**src/rtl/elink_trig_roller.sv**
```systemverilog
// Trigger elink packer: gathers four indexed 7-bit words and serializes them
// as a 4-byte 0xA-tagged frame, then holds FRAME_GAP idle bytes before the next header.
module elink_trig_roller #(
  parameter logic [7:0]  IDLE_BYTE = 8'h00,
  parameter int unsigned FRAME_GAP = 2
) (
  input  logic        clk,
  input  logic        reset,
  input  logic [9:0]  data_in,
  input  logic        data_in_en,
  output logic        ready,
  output logic [7:0]  data_out,
  output logic        frame_start,
  output logic [15:0] frame_count
);

  localparam logic [2:0] ST_IDLE = 3'd0;
  localparam logic [2:0] ST_S1   = 3'd1;
  localparam logic [2:0] ST_S2   = 3'd2;
  localparam logic [2:0] ST_S3   = 3'd3;
  localparam logic [2:0] ST_GAP  = 3'd4;

  localparam int GW = (FRAME_GAP < 2) ? 1 : $clog2(FRAME_GAP + 1);
  localparam logic [GW-1:0] GAP_INIT = GW'(FRAME_GAP);

  logic [6:0]    r_word [4];
  logic [6:0]    r_tx   [4];
  logic [3:0]    r_fill;
  logic [2:0]    r_state;
  logic [GW-1:0] r_gap;

  logic       w_accept;
  logic [1:0] w_idx;

  assign ready    = ~(r_fill == 4'hF);
  assign w_idx    = data_in[8:7];
  assign w_accept = data_in_en & ready & data_in[9];

  always_ff @(posedge clk) begin
    if (reset) begin
      r_fill      <= 4'b0000;
      r_state     <= ST_IDLE;
      r_gap       <= '0;
      data_out    <= IDLE_BYTE;
      frame_start <= 1'b0;
      frame_count <= 16'd0;
    end else begin
      frame_start <= 1'b0;
      if (w_accept) begin
        r_word[w_idx] <= data_in[6:0];
        r_fill[w_idx] <= 1'b1;
      end
      case (r_state)
        ST_IDLE: begin
          data_out <= IDLE_BYTE;
          // Shadow copy frees the load buffer to refill while this frame goes out.
          if (r_fill == 4'hF) begin
            for (int i = 0; i < 4; i++) r_tx[i] <= r_word[i];
            r_fill      <= 4'b0000;
            data_out    <= {4'b1010, r_word[0][6:3]};
            frame_start <= 1'b1;
            frame_count <= frame_count + 16'd1;
            r_state     <= ST_S1;
          end
        end
        ST_S1: begin
          data_out <= {r_tx[0][2:0], r_tx[1][6:2]};
          r_state  <= ST_S2;
        end
        ST_S2: begin
          data_out <= {r_tx[1][1:0], r_tx[2][6:1]};
          r_state  <= ST_S3;
        end
        ST_S3: begin
          data_out <= {r_tx[2][0], r_tx[3]};
          r_gap    <= GAP_INIT;
          r_state  <= ST_GAP;
        end
        ST_GAP: begin
          data_out <= IDLE_BYTE;
          r_gap    <= r_gap - GW'(1);
          if (r_gap == GW'(1)) r_state <= ST_IDLE;
        end
        default: begin
          data_out <= IDLE_BYTE;
          r_state  <= ST_IDLE;
        end
      endcase
    end
  end

endmodule

```
**config.mk**
```make
export PLATFORM = sky130hd
export DESIGN_NAME = elink_trig_roller
export DESIGN_NICKNAME = d
export VERILOG_FILES = /design/src/rtl/elink_trig_roller.sv
export SDC_FILE = /design/constraint.sdc
export NUM_CORES = 1
export LEC_CHECK = 0
export CAP_MARGIN = 0
export CORE_MARGIN = 2
export CORE_UTILIZATION = 40
export CTS_CLUSTER_DIAMETER = 80
export DETAILED_ROUTE_END_ITERATION = 6
export GPL_ROUTABILITY_DRIVEN = 0
export PLACE_DENSITY = 0.59
export SYNTH_ARGS = -nofsm -noshare
export SYNTH_HDL_FRONTEND = slang
export SYNTH_SLANG_ARGS = --single-unit
```
**constraint.sdc**
```tcl
create_clock -name clk -period 3.6 [get_ports clk]
set_input_delay 0.9 -clock clk [delete_from_list [all_inputs] [get_ports clk]]
set_output_delay 0.9 -clock clk [all_outputs]
set_load 0.005 [all_outputs]
```
Word-level counts from Yosys, hierarchy flattened:

Memory sizes are Yosys's and may differ from the RTL's.
Cells that the tools add are included.

* input port bits: 13
* memories kept: 2
* register bits after elaboration: 34
* output and inout bits: 26
* word-level logic and storage cells: 47
* memory bits (writable): 56

* $lt $le $gt $ge: 2
* equality and inequality tests: 8
* muxes and demuxes: 18
* $add $sub $neg: 2
* bitwise logic cells: 4
* reductions and logical operators: 5

Memory list
* r_tx: words 4, width 7, read ports 4, clocked after Yosys merged registers in 0, wr ports 4, line 27 `logic [6:0] r_tx [4];`
* r_word: words 4, width 7, read ports 4, clocked after Yosys merged registers in 0, wr ports 1, line 26 `logic [6:0] r_word [4];`

Operators with widths (number)
* 8-bit one-hot mux with 4 select lines: 1
* 16-bit by 1-bit adder with 16-bit output, second input constant: 1
* 3-bit one-hot mux with 5 select lines: 1
* 4-bit two-way mux: 3
* 1-bit two-way mux: 8
* 8-bit two-way mux: 1
* 3-bit by 2-bit == test with 1-bit output, second input constant: 2
* 3-bit two-way mux: 2
* 4-bit == test, second input constant: 1
* 2-bit != test, second input constant: 2
* 4-bit bitwise OR: 1
* 2-bit one-hot mux with 2 select lines: 1
* 2-bit AND reduction: 2
* 3-bit by 1-bit == test with 1-bit output, second input constant: 1
* 3-bit == test, second input constant: 1
* 3-bit zero test: 1
* 2-bit by 3-bit < comparator with 1-bit output, second input constant: 1
* 1-bit AND: 2
* 1-bit demux with 2-bit select: 1
* 2-bit by 1-bit == test with 1-bit output, second input constant: 1
* 2-bit by 1-bit greater-or-equal comparator with 1-bit output, second input constant: 1
* 2-bit nonzero test: 1
* 2-bit by 1-bit subtractor with 2-bit output, second input constant: 1
* 1-bit logical AND: 1
* 1-bit inverter: 1

Depth between registers and ports, before layout:

* depth in word-level cells: 8
* mapped depth: 7
* depth with buffers taken out: 5

Least setup slack after synthesis:

Ideal clock, no wire load.

* kind: input to register
* from: input port reset
* to: memory r_tx[0][0], enable pin
* required time: 3.163 ns
* slack: 0.117 ns
* setup time: 0.437 ns
* cell stages on the path: 3
* path buffers: 2
* data arrival time: 3.046 ns
* cells stage by stage: clkbuf_1 clkbuf_1 nor3_1

RTL lines
* start, declared: line 8 `input logic reset,`
* end, declared: line 27

Final worst setup path:

* from: register r_fill[3]
* to: output port ready

* longest elaborated chain between the ends: 2

Ends and longest elaborated chain
* start, declared: line 28 `logic [3:0] r_fill;`
* start signal, assigned: line 41 `r_fill <= 4'b0000;`
* start signal, assigned by index: line 51 `r_fill[w_idx] <= 1'b1;`
* start signal, assigned: line 59 `r_fill <= 4'b0000;`
* 4-bit == test: line 35 `assign ready = ~(r_fill == 4'hF);`
* 1-bit inverter: line 35
* end, declared: line 11 `output logic ready,`

Every way passes these cells.

==> results.sh <==
export IMPL_p_sw_frac=0.215
export IMPL_number_of_vias_per_cell_after_detailed_routing=4.92
export IMPL_design_core_area_um2=7730
export IMPL_wirelength_met1_mm=2.52
export IMPL_antenna_found_initial=0
export IMPL_worst_ep_required_time_ns=2.70
export IMPL_fillers=679
export IMPL_power_share_combinational=0.020
export IMPL_critical_path_max_stage_delay_ns=0.47
export IMPL_wirelength_per_cell_um=14.8
export IMPL_slew_viol_final=0
export IMPL_final_global_route_overflow_total=0
export IMPL_syn_area_um2=3200
export IMPL_final_skew_ns=0.00881
export IMPL_setup_violations=0
export IMPL_hp_class="flip-flop to flip-flop"
export IMPL_grt_pass1_wl_mm=9.09
export IMPL_final_period_utilization=0.737
export IMPL_run_status="complete, no violations"
export IMPL_cts_hold_buf=0
export IMPL_worst_setup_hold_path_clk_slew_ns=0.09
export IMPL_dr_max_layer_used="met4"
export IMPL_drt_pass1_iterations=4
export IMPL_period_minus_slack_ns=2.65
export IMPL_rsz0062_at_grt="false"
export IMPL_rows=32
export IMPL_1st_iter_drt_viols=103
export IMPL_dr_wl_met3_um=306
export IMPL_floorplan_initialDensity=0.414
export IMPL_maximum_number_of_pins_on_one_net_before_global_route_repair=26
export IMPL_synth_fp_nets=248
export IMPL_buffer_ports_inserted=38
export IMPL_p_int_mw=1.40
export IMPL_yosysSeqAreaShare=0.701
export IMPL_master_of_the_slowest_instance_on_the_critical_path="sky130_fd_sc_hd__and4_1"
export IMPL_timing_hold_ws_ns=0.426
export IMPL_cts_post_setup_buffers_inserted=0
export IMPL_flow_area_growth_from_synthesis_pct=22.0
export IMPL_clock_sinks=86
export IMPL_critPathBufInv=2
export IMPL_floorplan_io_pins=39
export IMPL_max_transition_margin=0.352
export IMPL_ys_types=40
export IMPL_vias=1885
export IMPL_drc=0
export IMPL_crit_path_max_fanout=10
export IMPL_critPathCaptureType="output port"
export IMPL_drive_gt1_frac=0.139
export IMPL_cts_resized=0
export IMPL_place_hpwl_mm=3.71
export IMPL_startpoint_type="flip-flop"
export IMPL_fin_setup_tns_ns=0
export IMPL_die_width_um=93.4
export IMPL_critPathKind="flip-flop to output port"
export IMPL_tritoncts_num_buffers=9
export IMPL_max_cap_viol_count=0
export IMPL_clock_h_tree_levels=3
export IMPL_p_leak_nw=1.30
export IMPL_globalRouteTotalUtil=0.142
export IMPL_netlist_instances=233
export IMPL_syn_mean_instance_area_um2=13.7
export IMPL_clk_path_buf_depth=2
export IMPL_cts_tree="done"
export IMPL_max_slew_worst_pin_slew_ns=0.969
export IMPL_p_switching_uw=382
export IMPL_floorplan_die_area_um2=8730
export IMPL_power_frac_seq=0.587
export IMPL_antennaDiodeCount=0
export IMPL_max_freq_ghz=0.377
export IMPL_antenna_left=0
export IMPL_finish_net_count=291
export IMPL_routed_wl_mm=5.67
export IMPL_arrival_time_at_the_worst_endpoint_ns=1.75
export IMPL_rrSetupSlack_ns=1.39
export IMPL_vdd_drop_max_mv=0.333
export IMPL_powerDensity_nw_per_um2=456
export IMPL_power_share_clock=0.393
export IMPL_crit_path_cell_trace="and4_1 > inv_2 > clkdlybuf4s50_1"
export IMPL_number_of_global_route_vias_before_repair=1815
export IMPL_clock_latency_ns=0.36
export IMPL_worst_path_dominant_cell_family="buffers and inverters"
export IMPL_synth_ff_latch_count=86
export IMPL_fp_dieH_um=93.4
export IMPL_wl_met2_mm=2.79
export IMPL_finalHoldViolations=0
export IMPL_synth_warnings=0
export IMPL_clockRootBuffer="sky130_fd_sc_hd__clkbuf_8"
[path summary, 6_finish.rpt]
path / from / end / cells after the start
worst max-delay path: r_fill[3] / ready / 3
worst min register to register: r_word[2][4] / r_tx[2][4] / 0
worst min-delay path: r_word[2][4] / r_tx[2][4] / 0
worst max register to register: r_fill[3] / data_out[0] / 5
[registers in the layout, summed over array words and instances, names as in the netlist]
register / flops
frame_start: 1
r_state: 3
frame_count: 16
r_tx: 24
data_out: 8
r_fill: 4
r_gap: 2
r_word: 28
[power groups by stage]
stage	Clock [mW]	Sequential [mW]	Combinational, mW
final	0.698	1.04	0.0355
after detailed placement	0	1.07	0.0360
after CTS	0.725	1.04	0.0361
after floorplan	0	1.07	0.0125
after global placement	0	1.07	0.0358
after global routing	0.773	1.04	0.0387
[synth_stat cells (all sizes together)]
| cell | count | area [um^2] |
|---|---|---|
| a22oi | 2 | 15.0 |
| or2 | 1 | 6.26 |
| or3 | 5 | 31.3 |
| a31oi | 3 | 18.8 |
| mux2 | 10 | 113 |
| xor2 | 5 | 43.8 |
| a221oi | 2 | 17.5 |
| nor2b | 4 | 25.0 |
| nor4b | 1 | 23.8 |
| nor3 | 9 | 61.3 |
| nand4 | 5 | 43.8 |
| and4 | 6 | 52.6 |
| and2 | 3 | 18.8 |
| nor2 | 30 | 113 |
| o21a | 2 | 15.0 |
| o22a | 1 | 8.76 |
| dfxtp | 34 | 681 |
| a21oi | 7 | 35.0 |
| inv | 3 | 11.3 |
| o21bai | 1 | 7.51 |
| edfxtp | 52 | 1560 |
| o21ai | 6 | 30.0 |
| a222oi | 4 | 40.0 |
| and3 | 3 | 18.8 |
| xnor2 | 4 | 35.0 |
| buf | 6 | 43.8 |
| nand2 | 7 | 26.3 |
| nand3 | 5 | 25.0 |
| mux2i | 1 | 10.0 |
| nand2b | 2 | 12.5 |
| ha | 2 | 25.0 |
| clkbuf | 6 | 22.5 |
| nor4 | 1 | 6.26 |
[worst reg2reg max path, stage by stage, from the launching register on]
cell                       delay, ns
sky130_fd_sc_hd__dfxtp_1        0.34
sky130_fd_sc_hd__and4_1         0.47
sky130_fd_sc_hd__inv_2          0.13
sky130_fd_sc_hd__nor2_1         0.77
sky130_fd_sc_hd__a222oi_1       0.27
sky130_fd_sc_hd__nor2_1         0.17
[layout by cell type, fill, tap and decap left out, drive strengths merged, types with 5 or more instances in the layout]
cell type / n
mux2: 10
clkdlybuf4s50: 38
a21oi: 7
and4: 6
nor2: 30
or3: 5
buf: 6
nand3: 5
nand2: 7
nor3: 9
dfxtp: 34
edfxtp: 52
xor2: 5
clkbuf: 9
o21ai: 6
inv: 7
nand4: 5
[kinds of logic after synthesis]
family                   Yosys count  share of synthesized area
flip-flops                        86                      0.701
AND/OR/NAND/NOR                   82                      0.145
adder cells (fa/ha/maj)            2                    0.00782
multiplexers                      11                     0.0383
buffers and inverters             15                     0.0243
AO/OA/AOI/OAI                     28                     0.0587
XOR/XNOR                           9                     0.0246
[stage by stage]
stage          cell area, um^2  power, mW  utilization  instances  setup slack [ns]
3_5_place_dp              3690       1.10        0.477        367             0.830
6_report                  3900       1.78        0.505        383             0.947
4_1_cts                   3900       1.80        0.505        383             0.914
5_1_grt                   3900       1.86        0.505        383             0.833
2_1_floorplan             3200       1.08            -        233             0.117
3_3_place_gp              3690       1.10        0.477        367             0.872
[area by class of cell]
type	count	area (um^2)	share of cell area
Tap cell	102	128	0.0327
Timing Repair Buffer	44	425	0.109
Clock buffer	9	124	0.0318
Multi-Input combinational cell	132	883	0.226
Clock inverter	7	87.6	0.0225
Sequential cell	86	2240	0.575
Inverter	3	11.3	0.00289
[per-layer routing]
layer / track usage / vias up
met5: 0 / -
met4: 0.0515 / 0
met3: 0.0508 / 4
met2: 0.236 / 41
met1: 0.170 / 894
li1: - / 946
Power figures use the tool's default switching activity.
